--- src/rtl/sonic_pkg.sv ---
// Shared definitions for the ultrasonic ranger: FSM encoding, derived constants
// and the parameter sanity check used at elaboration.
package sonic_pkg;

  typedef enum logic [2:0] {
    IDLE      = 3'd0,
    TRIG      = 3'd1,
    WAIT_RISE = 3'd2,
    MEASURE   = 3'd3,
    DONE      = 3'd4
  } state_t;

  function automatic int cyc_per_us(input int clk_hz);
    return clk_hz / 1_000_000;
  endfunction

  function automatic int dist_max(input int dist_w);
    return (1 << dist_w) - 1;
  endfunction

  function automatic bit params_ok(input int clk_hz, input int trig_us,
                                   input int period_us, input int timeout_us,
                                   input int us_per_cm, input int stop_cm,
                                   input int go_cm, input int stop_confirm);
    return (clk_hz >= 1_000_000) && (clk_hz % 1_000_000 == 0) &&
           (trig_us > 0) && (timeout_us > 0) && (us_per_cm > 0) &&
           (trig_us + timeout_us < period_us) && (go_cm > stop_cm) &&
           (stop_confirm > 0);
  endfunction

endpackage

--- src/rtl/sonic_tick_div.sv ---
// Free-running divider: o_tick is a one-cycle strobe every DIV clocks.
module sonic_tick_div
  import sonic_pkg::*;
#(
  parameter int DIV = 100
) (
  input  logic i_clk,
  input  logic i_rst,
  output logic o_tick
);

  localparam int CW = (DIV > 1) ? $clog2(DIV) : 1;
  localparam logic [CW-1:0] LAST = CW'(DIV - 1);

  logic [CW-1:0] r_cnt;

  always_ff @(posedge i_clk or posedge i_rst) begin
    if (i_rst) begin
      r_cnt <= '0;
    end else if (r_cnt == LAST) begin
      r_cnt <= '0;
    end else begin
      r_cnt <= r_cnt + CW'(1);
    end
  end

  assign o_tick = (r_cnt == LAST);

endmodule

--- src/rtl/sonic_ranger.sv ---
// HC-SR04 style ranger: periodic trigger, echo timing in us, cm conversion and
// a confirm/hysteresis obstacle flag.
module sonic_ranger
  import sonic_pkg::*;
#(
  parameter int CLK_HZ       = 100_000_000,
  parameter int TRIG_US      = 10,
  parameter int PERIOD_US    = 60_000,
  parameter int TIMEOUT_US   = 30_000,
  parameter int US_PER_CM    = 58,
  parameter int DIST_W       = 9,
  parameter int STOP_CM      = 15,
  parameter int GO_CM        = 20,
  parameter int STOP_CONFIRM = 2
) (
  input  logic              i_clk,
  input  logic              i_rst,
  input  logic              i_echo,
  output logic              o_trig,
  output logic [DIST_W-1:0] o_distance_cm,
  output logic              o_dist_valid,
  output logic              o_timeout,
  output logic              o_stop,
  output logic [2:0]        o_state
);

  localparam int CYC_PER_US = cyc_per_us(CLK_HZ);
  localparam int DIST_MAX   = dist_max(DIST_W);
  localparam int WMAX       = (TIMEOUT_US > TRIG_US) ? TIMEOUT_US : TRIG_US;
  localparam int PW         = $clog2(PERIOD_US + 1);
  localparam int WW         = $clog2(WMAX + 1);
  localparam int UW         = $clog2(US_PER_CM + 1);
  localparam int NW         = $clog2(STOP_CONFIRM + 1);

  localparam logic [PW-1:0]     PERIOD_LAST = PW'(PERIOD_US - 1);
  localparam logic [WW-1:0]     TRIG_LAST   = WW'(TRIG_US - 1);
  localparam logic [WW-1:0]     TMO_LAST    = WW'(TIMEOUT_US - 1);
  localparam logic [UW-1:0]     CM_LAST     = UW'(US_PER_CM - 1);
  localparam logic [DIST_W-1:0] DMAX_D      = DIST_W'(DIST_MAX);
  localparam logic [DIST_W-1:0] STOP_D      = DIST_W'(STOP_CM);
  localparam logic [DIST_W-1:0] GO_D        = DIST_W'(GO_CM);
  localparam logic [NW-1:0]     CONF_N      = NW'(STOP_CONFIRM);

  if (!params_ok(CLK_HZ, TRIG_US, PERIOD_US, TIMEOUT_US, US_PER_CM,
                 STOP_CM, GO_CM, STOP_CONFIRM)) begin : g_param_check
    $error("sonic_ranger: inconsistent parameters");
  end

  logic w_tick;
  sonic_tick_div #(.DIV(CYC_PER_US)) u_tick_div (
    .i_clk  (i_clk),
    .i_rst  (i_rst),
    .o_tick (w_tick)
  );

  // Echo is asynchronous: two flops to synchronise, a third for edge detection.
  logic r_sync1, r_sync2, r_sync3;
  logic w_echo_rise, w_echo_fall;

  always_ff @(posedge i_clk or posedge i_rst) begin
    if (i_rst) begin
      r_sync1 <= 1'b0;
      r_sync2 <= 1'b0;
      r_sync3 <= 1'b0;
    end else begin
      r_sync1 <= i_echo;
      r_sync2 <= r_sync1;
      r_sync3 <= r_sync2;
    end
  end

  assign w_echo_rise = r_sync2 & ~r_sync3;
  assign w_echo_fall = ~r_sync2 & r_sync3;

  state_t r_state, w_state_nxt;
  logic [PW-1:0]     r_period_cnt;
  logic [WW-1:0]     r_wait_cnt;
  logic [UW-1:0]     r_us_sub;
  logic [DIST_W-1:0] r_cm_cnt;
  logic [DIST_W-1:0] r_distance;
  logic [NW-1:0]     r_near_cnt;
  logic [NW-1:0]     w_near_inc;
  logic r_first, r_trig, r_dist_valid, r_timeout, r_stop;
  logic w_tmo, w_trig_nxt, w_load_meas, w_load_tmo, w_leave_idle, w_leave_trig;
  logic w_near, w_far;

  assign w_tmo = w_tick && (r_wait_cnt == TMO_LAST);

  always_ff @(posedge i_clk or posedge i_rst) begin
    if (i_rst) r_state <= IDLE;
    else       r_state <= w_state_nxt;
  end

  always_comb begin
    w_state_nxt = r_state;
    case (r_state)
      IDLE:      if (w_tick && (r_first || r_period_cnt == PERIOD_LAST)) w_state_nxt = TRIG;
      TRIG:      if (w_tick && r_wait_cnt == TRIG_LAST) w_state_nxt = WAIT_RISE;
      WAIT_RISE: if (w_tmo) w_state_nxt = DONE;
                 else if (w_echo_rise) w_state_nxt = MEASURE;
      MEASURE:   if (w_echo_fall || w_tmo) w_state_nxt = DONE;
      DONE:      w_state_nxt = IDLE;
      default:   w_state_nxt = IDLE;
    endcase
  end

  always_comb begin
    w_trig_nxt   = (w_state_nxt == TRIG);
    w_leave_idle = (r_state == IDLE) && (w_state_nxt == TRIG);
    w_leave_trig = (r_state == TRIG) && (w_state_nxt == WAIT_RISE);
    w_load_meas  = (r_state == MEASURE) && w_echo_fall;
    w_load_tmo   = (r_state inside {WAIT_RISE, MEASURE}) && !w_load_meas && w_tmo;
  end

  // Timing counters; period_cnt is never cleared except on the trigger launch.
  always_ff @(posedge i_clk or posedge i_rst) begin
    if (i_rst) begin
      r_period_cnt <= '0;
      r_first      <= 1'b1;
      r_wait_cnt   <= '0;
      r_us_sub     <= '0;
      r_cm_cnt     <= '0;
    end else begin
      if (w_leave_idle) begin
        r_period_cnt <= '0;
        r_first      <= 1'b0;
      end else if (w_tick && r_period_cnt != PERIOD_LAST) begin
        r_period_cnt <= r_period_cnt + PW'(1);
      end

      if (r_state == IDLE || w_leave_trig) begin
        r_wait_cnt <= '0;
      end else if (w_tick && r_state inside {TRIG, WAIT_RISE, MEASURE}) begin
        r_wait_cnt <= r_wait_cnt + WW'(1);
      end

      if (r_state == WAIT_RISE && w_echo_rise) begin
        r_us_sub <= '0;
        r_cm_cnt <= '0;
      end else if (r_state == MEASURE && w_tick) begin
        if (r_us_sub == CM_LAST) begin
          r_us_sub <= '0;
          if (r_cm_cnt != DMAX_D) r_cm_cnt <= r_cm_cnt + DIST_W'(1);
        end else begin
          r_us_sub <= r_us_sub + UW'(1);
        end
      end
    end
  end

  assign w_near     = !r_timeout && (r_distance < STOP_D);
  assign w_far      = r_timeout || (r_distance >= GO_D);
  assign w_near_inc = (r_near_cnt == CONF_N) ? CONF_N : r_near_cnt + NW'(1);

  always_ff @(posedge i_clk or posedge i_rst) begin
    if (i_rst) begin
      r_trig       <= 1'b0;
      r_distance   <= '0;
      r_dist_valid <= 1'b0;
      r_timeout    <= 1'b0;
      r_near_cnt   <= '0;
      r_stop       <= 1'b0;
    end else begin
      r_trig       <= w_trig_nxt;
      r_dist_valid <= w_load_meas | w_load_tmo;
      if (w_load_meas) begin
        r_distance <= r_cm_cnt;
        r_timeout  <= 1'b0;
      end else if (w_load_tmo) begin
        r_distance <= DMAX_D;
        r_timeout  <= 1'b1;
      end
      // Readings between STOP_CM and GO_CM hold stop but break the near streak.
      if (r_state == DONE) begin
        if (w_near) begin
          r_near_cnt <= w_near_inc;
          if (w_near_inc == CONF_N) r_stop <= 1'b1;
        end else begin
          r_near_cnt <= '0;
          if (w_far) r_stop <= 1'b0;
        end
      end
    end
  end

  assign o_trig        = r_trig;
  assign o_distance_cm = r_distance;
  assign o_dist_valid  = r_dist_valid;
  assign o_timeout     = r_timeout;
  assign o_stop        = r_stop;
  assign o_state       = r_state;

endmodule

--- config.mk ---
export PLATFORM = sky130hd
export DESIGN_NAME = sonic_ranger
export DESIGN_NICKNAME = d
export VERILOG_FILES = /design/src/rtl/sonic_pkg.sv /design/src/rtl/sonic_tick_div.sv /design/src/rtl/sonic_ranger.sv
export SDC_FILE = /design/constraint.sdc
export NUM_CORES = 1
export LEC_CHECK = 0
export CAP_MARGIN = 0
export CORE_ASPECT_RATIO = 1.2
export CORE_MARGIN = 4
export CORE_UTILIZATION = 32
export CTS_CLUSTER_SIZE = 20
export DETAILED_ROUTE_END_ITERATION = 10
export DONT_BUFFER_PORTS = 1
export GPL_TIMING_DRIVEN = 0
export MAX_ROUTING_LAYER = met4
export PLACE_DENSITY_LB_ADDON = 0.15
export SYNTH_ARGS = -nofsm -noshare
export SYNTH_HDL_FRONTEND = slang
export SYNTH_SLANG_ARGS = --single-unit
--- constraint.sdc ---
create_clock -name i_clk -period 4.7 [get_ports i_clk]
set_clock_uncertainty 0.15 [all_clocks]
set_input_delay 1.175 -clock i_clk [delete_from_list [all_inputs] [get_ports i_clk]]
set_output_delay 1.175 -clock i_clk [all_outputs]
set_load 0.05 [all_outputs]
# Yosys cells after proc, flatten, opt, wreduce, memory -nomap -nowiden
# Cells that the tools add are included.
# Widths: inputs -> output; s select.
# word_totals
output_inout_bits	16
reg_bits	75
word_cells	103
input_bits	3
# op_classes
addsub	6
magnitude_cmp	2
n_eq_ne	16
n_bitwise	5
n_reduce_logical	31
muxes	27
# ops
op	n
$mux 9	6
$mux 16	2
$mux 15	2
$mux 6	3
$add 16x1->16 const B	1
$eq 16x16->1 const B	1
$ne 16x16->1 const B	1
$reduce_bool 2->1	8
$add 15x1->15 const B	1
$eq 15x15->1 const B	1
$eq 15x4->1 const B	1
$mux 3	5
$logic_and 1x1->1	13
$pmux 3 s4	1
$add 9x1->9 const B	1
$eq 3x2->1 const B	3
$ge 9x5->1 const B	1
$lt 9x4->1 const B	1
$ne 9x9->1 const B	1
$add 7x1->7 const B	1
$eq 7x7->1 const B	1
$mux 7	1
$add 6x1->6 const B	1
$eq 3x1->1 const B	2
15 further kinds	28

# Longest topological paths before layout
# Gate-level depths: netlist (run 1).
# depth
word_depth	9
ltp_mapped	10

# By module
# From an unflattened synthesis (run 1), not the netlist that was laid out.
# unflattened
hier_cells	364
hier_area_um2	3626.0
# by_module_without_submodules
mod	area_each_um2	n_inst	cells_per_inst	seq_area_each_um2
sonic_ranger	3290.7	1	334	1702.9
sonic_tick_div	335.3	1	30	175.2

# Least setup slack after synthesis (run 1)
# Ideal clock, no wire load.
# synth_path
path_kind	reg2reg
startpoint	reg r_cm_cnt[2]
endpoint	reg r_cm_cnt[5]
path_stages_with_launch	11
t_arrival_ns	2.470
slack_ns	2.001
period_less_slack_ns	2.699
t_required_ns	4.472
path_buffers	0
setup_ns	0.078
path_cell_list	dfrtp_1 > and2_1 > and3_1 > nand2_1 > nor2_1 > ha_1 > nand3b_1 > nor4_2 > nand2_4 > or4_1 > a21oi_1
# synth_via
elab_chain_cells	5
elab_cells_between_ends	8
# synth_lines
item	line_no	text
start: declaration	sonic_ranger.sv:79	logic [DIST_W-1:0] r_cm_cnt;
start signal: assignment	sonic_ranger.sv:143	if (r_cm_cnt != DMAX_D) r_cm_cnt <= r_cm_cnt + DIST_W'(1);
$add 9x1->9	sonic_ranger.sv:143	
$mux 9	sonic_ranger.sv:143	
$mux 9	sonic_ranger.sv:141	if (r_us_sub == CM_LAST) begin
$mux 9	sonic_ranger.sv:140	end else if (r_state == MEASURE && w_tick) begin
$mux 9	sonic_ranger.sv:137	if (r_state == WAIT_RISE && w_echo_rise) begin
# Several ways; a longest one is shown, not always the timed one. The select of a mux whose other input is x is not followed.
# A chain may end at the register's enable or synchronous reset.

# Worst setup path after layout (run 1)
# Ends and elaborated chain as after synthesis.

==> results of run 1 <==
==> sequential cells by signal, indices dropped and copies added, names as in the netlist <==
| register | count |
|---|---|
| r_cm_cnt | 9 |
| o_trig | 1 |
| u_tick_div.r_cnt | 7 |
| o_dist_valid | 1 |
| r_wait_cnt | 15 |
| r_sync3 | 1 |
| o_timeout | 1 |
| r_sync1 | 1 |
| o_state | 3 |
| o_distance_cm | 9 |
| r_sync2 | 1 |
| r_period_cnt | 16 |
| r_first | 1 |
| r_us_sub | 6 |
| o_stop | 1 |
| r_near_cnt | 2 |
==> power by group through the flow <==
stage | Sequential [mW] | Clock (mW) | Combinational (mW)
after floorplan | 0.659 | 0 | 0.0103
after global placement | 0.660 | 0 | 0.0146
after detailed placement | 0.659 | 0 | 0.0181
after CTS | 0.647 | 0.833 | 0.0181
after global routing | 0.647 | 0.858 | 0.0197
final | 0.648 | 0.813 | 0.0165
==> worst max-delay path by stage <==
stage	start	endpoint	slack, ns	depth (start not counted)
floorplan	i_rst	o_dist_valid$_DFF_PP0_	1.47	1
global placement	i_rst	r_wait_cnt[9]$_DFFE_PP0P_	0.51	1
detailed placement	r_cm_cnt[2]$_DFFE_PP0P_	r_cm_cnt[5]$_DFFE_PP0P_	1.54	10
CTS	r_cm_cnt[2]$_DFFE_PP0P_	r_cm_cnt[5]$_DFFE_PP0P_	1.50	10
global route	r_cm_cnt[2]$_DFFE_PP0P_	r_cm_cnt[7]$_DFFE_PP0P_	1.38	10
finish	r_cm_cnt[2]$_DFFE_PP0P_	r_cm_cnt[5]$_DFFE_PP0P_	1.57	10
==> synthesized netlist by cell type, types with 2 or more instances <==
library cell,instances
mux2i_1,2
nor2_1,70
a21oi_1,18
nor3_1,7
buf_2,3
nor4_1,6
xnor2_1,9
or4_1,5
nand4_1,18
nand3_1,27
and3_1,7
and4_1,2
xor2_1,28
nand2_1,31
nor4bb_1,2
a311oi_1,3
o21ai_0,8
nand2b_1,4
dfrtp_1,74
or3_1,5
ha_1,9
and2_1,3
nand3b_1,3
a31oi_1,3
clkbuf_1,7
inv_1,14
o31ai_1,3
and4b_1,2
==> stage by stage <==
stage | setup WS, ns | util | hold slack [ns]
after floorplan | 1.47 | - | 0.181
after global placement | 0.512 | 0.348 | 0.187
after detailed placement | 1.54 | 0.351 | 0.193
after CTS | 1.50 | 0.382 | 0.208
after global routing | 1.38 | 0.382 | 0.208
final | 1.57 | 0.382 | 0.206
==> kinds of logic after synthesis <==
family                     count (synthesis)  synth area share
and+or+nand+nor                          199             0.272
DFF                                       75             0.507
AOI/OAI and AO/OA                         42            0.0692
xor gates and xnor gates                  37            0.0875
buffers and inverters                     24            0.0253
adders and majority gates                  9            0.0304
muxes                                      3           0.00844
==> worst reg2reg max path, delay by kind of cell, from the launching register on <==
family,cells,cell delay [ns]
flip-flops,1,0.42
AND/OR/NAND/NOR,8,2.14
adder cells (fa/ha/maj),1,0.17
AO/OA/AOI/OAI,1,0.16
==> area by class of cell <==
| type | count | area, µm² | share of cell area |
|---|---|---|---|
| Timing Repair Buffer | 1 | 27.5 | 0.00644 |
| Tap cell | 154 | 193 | 0.0451 |
| Sequential cell | 75 | 1880 | 0.439 |
| Inverter | 14 | 55.1 | 0.0129 |
| Clock buffer | 9 | 225 | 0.0527 |
| Clock inverter | 7 | 124 | 0.0290 |
| Multi-Input combinational cell | 290 | 1730 | 0.405 |
| Buffer | 10 | 41.3 | 0.00965 |
==> routing by layer <==
metal / vias to the layer above / routed length (µm) / GRT usage
met5: - / 0 / -
met4: 0 / 234 / 0.0709
met3: 15 / 285 / 0.0307
met2: 43 / 3980 / 0.217
met1: 1363 / 3760 / 0.164
li1: 1376 / - / -
==> metrics.md, run 1 <==
| Metric | Value |
|---|---|
| Final Hold Viols | 0 |
| Pin count of the biggest net entering global routing | 55 |
| Syn_area_per_cell | 9.52 µm² |
| Share of cells above drive strength 1 | 0.0690 |
| Synthesized Nets | 401 |
| Gpl congestion | 0.785 |
| Avg Vias per Cell | 4.99 |
| DR vias | 2797 |
| Hold Path Class | register to register |
| Slew HR | 0.281 |
| Reg-to-reg startpoint | r_cm_cnt[2]$_DFFE_PP0P_ |
| Post-synthesis async set-or-reset flop share | 1.00 |
| Synth Warn # | 0 |
| Die W | 106 µm |
| Synth top area cells | dfrtp_1, nor2_1, xor2_1, nand3_1, nand2_1 |
| Power share of the combinational group | 0.011 |
| Register area share after synthesis | 0.507 |
| Synth cell types | 44 |
| Routed WL | 8260 µm |
| I/O pins | 19 |
| Final setup violation count | 0 |
| Period minus WS final | 3.13 ns |
| CTS sink cnt | 75 |
| Routed len/inst | 14.8 µm |
| Max Freq | 320 MHz |
| Clock Tree Root | clkbuf_16 |
| # Max-Cap Violations | 0 |
| Final Slew Violations | 0 |
| Critical path's slowest cell | nor4_2 |
| Clock power share | 0.551 |
| Hold endpoint | r_sync2$_DFF_PP0_ |
| CP top delay family | simple AND/OR/NAND/NOR gates |
| Req. time, crit path | 4.81 ns |
| Grt ovf | 0 |
| Die Ht | 126 µm |
| Drt drc | 0 |
| Synth Instances | 389 |
| Worst hold stages | 0 |
| Commonest non-fill, non-tap cell in the layout | dfrtp_1 |
| R2R Path End | r_cm_cnt[5]$_DFFE_PP0P_ |
| Crit path max fanout | 7 |
| Max VDD drop | 0.125 mV |
| Final ANT Viol Nets | 0 |
| Post_cts resized | 0 |
| Largest area contributor in the netlist | dfrtp_1 |
| Postcts setup bufs | 0 |
| Fin crit share | 0.665 |
| Post-detail-place hpwl | 5890 µm |
| Worst-path clk slew | 0.06 ns |
| Post-route cell area | 0.00428 mm² |
| Initial DRT Pass Iterations | 4 |
| Iteration-0 DRC Markers | 158 |
| Post-synth EDFFs | 0 |
| # hold bufs at CTS | 0 |
| Gr usage total | 0.137 |
| Mapped Area | 0.00370 mm² |
| Most frequent cells in the layout | dfrtp_1, nor2_1, nand2_1 |
| Placed cell area | 0.00393 mm² |
| Internal power | 1.17 mW |
| Placed Cells | 544 |
| Worst hold start | r_sync1$_DFF_PP0_ |
| Unrepaired setup endpoints after global routing | no |
| TNS Setup | 0 ns |
| Status | finished clean |
| Initial antenna violation count | 0 |
| Worst slew pin tran | 1.07 ns |
| CP bufs+invs | 0 |
| First-pass GRT wire length | 14200 µm |
| Psw | 305 µW |
| Sequential power share | 0.438 |
| Vias in the first global route | 2871 |
| Switching Fraction | 0.207 |
| Max Root-Sink Buffers | 2 |
| LEAKAGE | 1.89 nW |
| Die Area | 0.0134 mm² |
| Area growth, synth to finish | 15.4% |
| CP endpoint kind | register |
| Register bit total from synthesis | 75 |
| Final cell count without fillers | 560 |
| PD cells | 345 mW/mm² |
| Top cell type's share of synthesized area | 0.500 |
| CTS H-tree depth | 3 |
| Power Total | 1.48 mW |
| R2R Setup Slk | 1.57 ns |
| # nets final | 413 |
| Crit path cell chain | and2_1 -> and3_1 -> nand2_1 -> nor2_1 -> ha_1 -> nand3b_1 -> nor4_2 -> nand2_4 -> or4_1 -> a21oi_1 |
| CTS tree | yes |
| Number of CTS-inserted buffers | 9 |
| Reg2reg path depth | 10 |
| Ant. Diodes | 0 |
| Worst EP arrival | 3.23 ns |
| Rows | 42 |
| Startpoint types | register |
| Port bufs | 0 |
| Clk_lat worst skew | 0.34 ns |
| Critical path class | register to register |
| Filler Cell Count | 1111 |
| Core area | 0.0112 mm² |
| Initial core utilization | 0.331 |
| Slowest Stage Delay on Critical Path | 0.70 ns |
| Prevailing post-synth register cell | dfrtp_1 |
Power figures use the tool's default switching activity.
==> run 2: changes to the inputs <==
Clock period 4.7 ns to 2.76 ns, I/O delays scaled along.
==> run 2 against run 1 <==
First-iteration DRC count is 0.63% lower. Die area stayed put. Sequential power is 70% higher. Cell area is 3.7% higher. Largest power group unchanged.
==> metrics.md, run 2 (synthesis results as in run 1) <==
| Metric | Value |
|---|---|
| Status | finished clean |
| Largest reg by FF count | r_period_cnt |
| CTS tree | yes |
| CTS sink cnt | 75 (unchanged) |
| Most frequent cells in the layout | dfrtp_1, nor2_1, nand2_1 |
| Fin crit share | 0.960 (+0.296) |
| Commonest non-fill, non-tap cell in the layout | dfrtp_1 |
| Req. time, crit path | 2.87 ns (-1.94 ns) |
| Gr usage total | 0.140 (+0.00288) |
| Initial core utilization | 0.331 (unchanged) |
| Storage cell area | 0.00188 mm² (about the same) |
| Internal power | 2.00 mW (+70%) |
| Largest regs | r_period_cnt: 16 flops, r_wait_cnt: 15 flops |
| Final Hold Viols | 0 (unchanged) |
| First-pass GRT wire length | 14400 µm (+2.0%) |
| Max reg flops | 16 (unchanged) |
| Switching Fraction | 0.206 (-0.000357) |
| Die Ht | 126 µm (unchanged) |
| Avg Vias per Cell | 5.04 (+0.95%) |
| CTS H-tree depth | 3 (unchanged) |
| R2R Path End | r_cm_cnt[7]$_DFFE_PP0P_ |
| Routed len/inst | 14.8 µm (+0.22%) |
| Final ANT Viol Nets | 0 (unchanged) |
| Crit path max fanout | 5 (-2) |
| CP Launch Point | r_cm_cnt[3]$_DFFE_PP0P_ |
| Clk_lat worst skew | 0.34 ns (about the same) |
| Clock Tree Root | clkbuf_16 |
| Gpl congestion | 0.785 (unchanged) |
| Share of cells above drive strength 1 | 0.122 (+0.0533) |
| Initial antenna violation count | 0 (unchanged) |
| Psw | 518 µW (+70%) |
| Sequential power share | 0.438 (about the same) |
| Hold Path Class | primary input to async pin |
| Drt drc | 0 (unchanged) |
| Rows | 42 (unchanged) |
| Slew HR | 0.545 (+0.263) |
| Iteration-0 DRC Markers | 157 (-0.63%) |
| DR vias | 2879 (+2.9%) |
| Core area | 0.0112 mm² (unchanged) |
| Worst EP arrival | 2.76 ns (-0.47 ns) |
| Pin count of the biggest net entering global routing | 55 (unchanged) |
| LEAKAGE | 1.94 nW (+2.7%) |
| Area taken by multi-input logic gates | 0.00179 mm² (+3.1%) |
| Power share of the combinational group | 0.011 (about the same) |
| Clock power share | 0.550 (about the same) |
| Setup WS pre-CTS | -0.401 ns (-1.94 ns) |
| R2R Setup Slk | 0.11 ns (-1.47 ns) |
| Vias in the first global route | 2896 (+0.87%) |
| Final setup violation count | 0 (unchanged) |
| Filler Cell Count | 1088 (-2.1%) |
| Reg2reg path depth | 11 (+1) |
| Die W | 106 µm (unchanged) |
| Max Freq | 377 MHz (+18%) |
| Grt ovf | 0 (unchanged) |
| Final cell count without fillers | 571 (+2.0%) |
| Port bufs | 0 (unchanged) |
| # Max-Cap Violations | 0 (unchanged) |
| Critical path class | register to register |
| Reg-to-reg startpoint | r_cm_cnt[3]$_DFFE_PP0P_ |
| PD cells | 567 mW/mm² (+64%) |
| Final WS setup | 0.109 ns (-1.47 ns) |
| Max VDD drop | 0.213 mV (+70%) |
| Worst setup endpoint | r_cm_cnt[7]$_DFFE_PP0P_ |
| Period minus WS final | 2.65 ns (-0.474 ns) |
| # hold bufs at CTS | 0 (unchanged) |
| Number of CTS-inserted buffers | 9 (unchanged) |
| Placed Cells | 544 (unchanged) |
| Post-detail-place hpwl | 5890 µm (unchanged) |
| Worst-path clk slew | 0.07 ns (about the same) |
| Area growth, synth to finish | 19.7% |
| Ant. Diodes | 0 (unchanged) |
| Initial DRT Pass Iterations | 4 (unchanged) |
| Final Slew Violations | 0 (unchanged) |
| Startpoint types | register |
| Max Root-Sink Buffers | 2 (unchanged) |
| CP endpoint kind | register |
| Worst slew pin tran | 0.677 ns (-0.393 ns) |
| Die Area | 0.0134 mm² (unchanged) |
| # nets final | 424 (+2.7%) |
| Routed WL | 8440 µm (+2.2%) |
| I/O pins | 19 (unchanged) |
## run 2: worst min path at each step
| stage | cells past startpoint | to | slack [ns] | start |
|---|---|---|---|---|
| 2_1_floorplan | 0 | r_sync2$_DFF_PP0_ | 0.18 | r_sync1$_DFF_PP0_ |
| 3_3_place_gp | 0 | r_sync2$_DFF_PP0_ | 0.19 | r_sync1$_DFF_PP0_ |
| 3_5_place_dp | 0 | r_sync2$_DFF_PP0_ | 0.19 | r_sync1$_DFF_PP0_ |
| 4_1_cts | 1 | r_near_cnt[0]$_DFFE_PP0P_ | 0.02 | i_rst |
| 5_1_grt | 1 | r_near_cnt[0]$_DFFE_PP0P_ | 0.04 | i_rst |
| 6_report | 1 | r_near_cnt[0]$_DFFE_PP0P_ | 0.02 | i_rst |
## run 2: power groups by stage
stage          Clock [mW]  Sequential (mW)  Combinational [mW]
2_1_floorplan           0             1.12              0.0175
3_3_place_gp            0             1.12              0.0248
3_5_place_dp            0             1.12              0.0309
4_1_cts              1.42             1.10              0.0308
5_1_grt              1.46             1.10              0.0337
6_report             1.38             1.10              0.0282
## run 2: per-stage QoR
stage / setup TNS (ns) / total power [mW] / hold WS (ns) / util / area, µm²
2_1_floorplan: 0 / 1.14 / 0.181 / - / 3700
3_3_place_gp: -70.73 / 1.15 / 0.187 / 0.348 / 3900
3_5_place_dp: -1.15 / 1.15 / 0.193 / 0.351 / 3930
4_1_cts: 0 / 2.55 / 0.0222 / 0.387 / 4330
5_1_grt: -0.0151 / 2.60 / 0.0363 / 0.396 / 4430
6_report: 0 / 2.51 / 0.0223 / 0.396 / 4430
## run 2: per-layer routing
metal | vias to the layer above | GRT usage | share of wire
li1 | 1401 | - | -
met1 | 1410 | 0.170 | 0.44
met2 | 51 | 0.217 | 0.48
met3 | 17 | 0.0307 | 0.038
met4 | 0 | 0.0793 | 0.036
met5 | - | - | 0
## run 2: critical path, stage by stage, from the launching register on
cell      delay [ns]
dfrtp_1         0.40
and2_4          0.17
and3_4          0.18
nand2_2         0.06
nor2_1          0.06
ha_1            0.17
nand3b_1        0.20
nor4_4          0.31
buf_6           0.17
nand2_8         0.06
or4_4           0.50
a21oi_1         0.14
## run 2: cell type report
type / instances / share of cell area
well taps: 154 / 0.0435
clock buffers: 9 / 0.0508
plain buffers: 10 / 0.00988
flip-flops and latches: 75 / 0.424
multi-input cells: 290 / 0.403
inverters: 14 / 0.0124
clock inverters: 7 / 0.0279
repair buffers: 12 / 0.0285
## run 2: repair_timing
action                     4_1_cts  5_1_grt
gates resized for setup          2       15
setup endpoints to repair       27       25
pin swaps                        2        5
buffers inserted                 4        7
==> run 3: changes to the inputs <==
Settings changed: CORE_UTILIZATION 32 to 40, GPL_TIMING_DRIVEN 0 to not set.
==> run 3 against run 2 <==
Routed wire length decreased by 8.0%. Cell count down 7.4%. Non-clock buffer count is 8 lower. Total power decreased by 17%. Sequential cell count unchanged. Critical path depth decreased by 1. Sequential power is essentially flat. Register-to-register slack gained 0.08 ns. Clock-buffer cell count grew 3. Largest power group is now sequential cells.
==> metrics.md, run 3 (synthesis results as in run 1) <==
| Metric | Value |
|---|---|
| PD cells | 501 mW/mm² (-12%) |
| CP top delay family | simple AND/OR/NAND/NOR gates |
| Clock Tree Root | clkbuf_8 |
| CTS H-tree depth | 3 (unchanged) |
| Final ANT Viol Nets | 0 (unchanged) |
| Avg Vias per Cell | 5.24 (+3.9%) |
| Gpl congestion | 0.804 (+2.4%) |
| R2R Setup Slk | 0.19 ns (+0.08 ns) |
| Worst slew pin tran | 0.849 ns (+0.172 ns) |
| Req. time, crit path | 2.89 ns (+0.02 ns) |
| Routed WL | 7770 µm (-8.0%) |
| Worst-path clk slew | 0.08 ns (about the same) |
| Postcts setup bufs | 0 (-4) |
| Post-detail-place hpwl | 5320 µm (-9.7%) |
| Filler Cell Count | 846 (-22%) |
| Layout Utilization | 0.462 (+0.0656) |
| Largest regs | r_period_cnt: 16 flops, r_wait_cnt: 15 flops |
| Core area | 0.00903 mm² (-19%) |
| Final Hold Viols | 0 (unchanged) |
| Setup WS pre-CTS | 0.0852 ns (+0.486 ns) |
| Drt drc | 0 (unchanged) |
| CTS sink cnt | 75 (unchanged) |
| Slowest Stage Delay on Critical Path | 0.51 ns (about the same) |
| # Max-Cap Violations | 0 (unchanged) |
| Initial core utilization | 0.410 (+0.0791) |
| # nets final | 416 (-1.9%) |
| Die W | 95.9 µm (-9.8%) |
| Rows | 38 (-9.5%) |
| CP bufs+invs | 0 (-1) |
| Storage cell area | 0.00188 mm² (about the same) |
| Max Root-Sink Buffers | 2 (unchanged) |
| CP endpoint kind | register |
| Worst EP arrival | 2.70 ns (-0.06 ns) |
| LEAKAGE | 1.88 nW (-3.2%) |
| Period minus WS final | 2.57 ns (-0.0821 ns) |
| Slew HR | 0.434 (-0.111) |
| Die Area | 0.0109 mm² (-19%) |
| Gr usage total | 0.162 (+0.0214) |
| Hold endpoint | r_sync2$_DFF_PP0_ |
| I/O pins | 19 (unchanged) |
| Reg2reg path depth | 10 (-1) |
| Final Slew Violations | 0 (unchanged) |
| Post-route cell area | 0.00417 mm² (-5.9%) |
| Placed Cells | 512 (-5.9%) |
| Routed len/inst | 14.7 µm (-0.74%) |
| Reg-to-reg startpoint | r_cm_cnt[2]$_DFFE_PP0P_ |
| Share of cells above drive strength 1 | 0.0880 (-0.0343) |
| Most frequent cells in the layout | dfrtp_1, nor2_1, nand2_1 |
| Startpoint types | register |
| Largest reg by FF count | r_period_cnt |
| Iteration-0 DRC Markers | 98 (-38%) |
| Critical path class | register to register |
| Placed cell area | 0.00392 mm² (about the same) |
| Final cell count without fillers | 529 (-7.4%) |
| Hold Path Class | register to register |
| Initial DRT Pass Iterations | 4 (unchanged) |
| Number of CTS-inserted buffers | 9 (unchanged) |
| Max Freq | 389 MHz (+3.2%) |
| Area growth, synth to finish | 12.6% |
| Ant. Diodes | 0 (unchanged) |
| Worst hold start | r_sync1$_DFF_PP0_ |
| Critical path's slowest cell | or4_1 |
| Die Ht | 113 µm (-9.9%) |
| Power Total | 2.09 mW (-17%) |
| Area taken by multi-input logic gates | 0.00174 mm² (-2.5%) |
| DR vias | 2770 (-3.8%) |
| Commonest non-fill, non-tap cell in the layout | dfrtp_1 |
| Initial antenna violation count | 0 (unchanged) |
| Fin crit share | 0.931 (-0.0298) |
| Clk_lat worst skew | 0.35 ns (about the same) |
| Status | finished clean |
| Pin count of the biggest net entering global routing | 73 (+33%) |
| R2R Path End | r_cm_cnt[7]$_DFFE_PP0P_ |
| Vias in the first global route | 2741 (-5.4%) |
| Crit path cell chain | and2_1 -> and3_1 -> nand2_1 -> nor2_1 -> ha_1 -> nand3b_1 -> nor4_4 -> nand2_4 -> or4_1 -> a21oi_1 |
| Max reg flops | 16 (unchanged) |
| Worst hold stages | 0 |
| Max VDD drop | 0.217 mV (+2.0%) |
| Crit path max fanout | 7 (+2) |
| Final setup violation count | 0 (unchanged) |
| Hold slack | 0.214 ns (+0.191 ns) |
| Unrepaired setup endpoints after global routing | no |
| TNS Setup | 0 ns (unchanged) |
| First-pass GRT wire length | 13300 µm (-7.8%) |
| CTS tree | yes |
| Port bufs | 0 (unchanged) |
| Grt ovf | 0 (unchanged) |
| Final WS setup | 0.191 ns (+0.0821 ns) |
## run 3: how the worst max path moves through the flow
stage                                  startpoint  slack, ns  cells after the start                      end
after CTS                 r_cm_cnt[2]$_DFFE_PP0P_       0.04                     10  r_cm_cnt[7]$_DFFE_PP0P_
after floorplan                             i_rst       0.01                      1   o_dist_valid$_DFF_PP0_
after global placement    r_cm_cnt[2]$_DFFE_PP0P_       0.14                     10  r_cm_cnt[7]$_DFFE_PP0P_
after detailed placement  r_cm_cnt[2]$_DFFE_PP0P_       0.09                     10  r_cm_cnt[7]$_DFFE_PP0P_
after global routing      r_cm_cnt[2]$_DFFE_PP0P_       0.02                     10  r_cm_cnt[5]$_DFFE_PP0P_
final                     r_cm_cnt[2]$_DFFE_PP0P_       0.19                     10  r_cm_cnt[7]$_DFFE_PP0P_
## run 3: what timing repair did
action | in CTS | in global routing
endpoints found under the hold margin | 3 | 0
endpoints found under the setup margin | 0 | 2
resized for setup | 0 | 1
hold buffers | 1 | 0
## run 3: layout make-up
class	count	area share
multi-input combinational	290	0.418
clock buffer	12	0.0372
inverter	14	0.0126
clock inverter	4	0.0174
sequential	75	0.450
tap	120	0.0360
timing repair buffer	14	0.0288
## run 3: worst register-to-register path, delay by kind of cell, from the launching register on
family	cells	cell delay, ns
fa+ha+maj	1	0.17
simple gates	8	1.62
compound gates	1	0.15
flops	1	0.42
## run 3: report_power, final
group          internal (mW)  switching, mW  total [mW]
Sequential              1.10       0.000962        1.10
Combinational        0.00483         0.0226      0.0275
Clock                  0.558          0.403       0.960
## run 3: metal layers
| metal | track usage | vias up | share of wire |
|---|---|---|---|
| li1 | - | 1388 | - |
| met1 | 0.211 | 1312 | 0.47 |
| met2 | 0.247 | 55 | 0.47 |
| met3 | 0.0350 | 15 | 0.038 |
| met4 | 0.0598 | 0 | 0.021 |
| met5 | - | - | 0 |
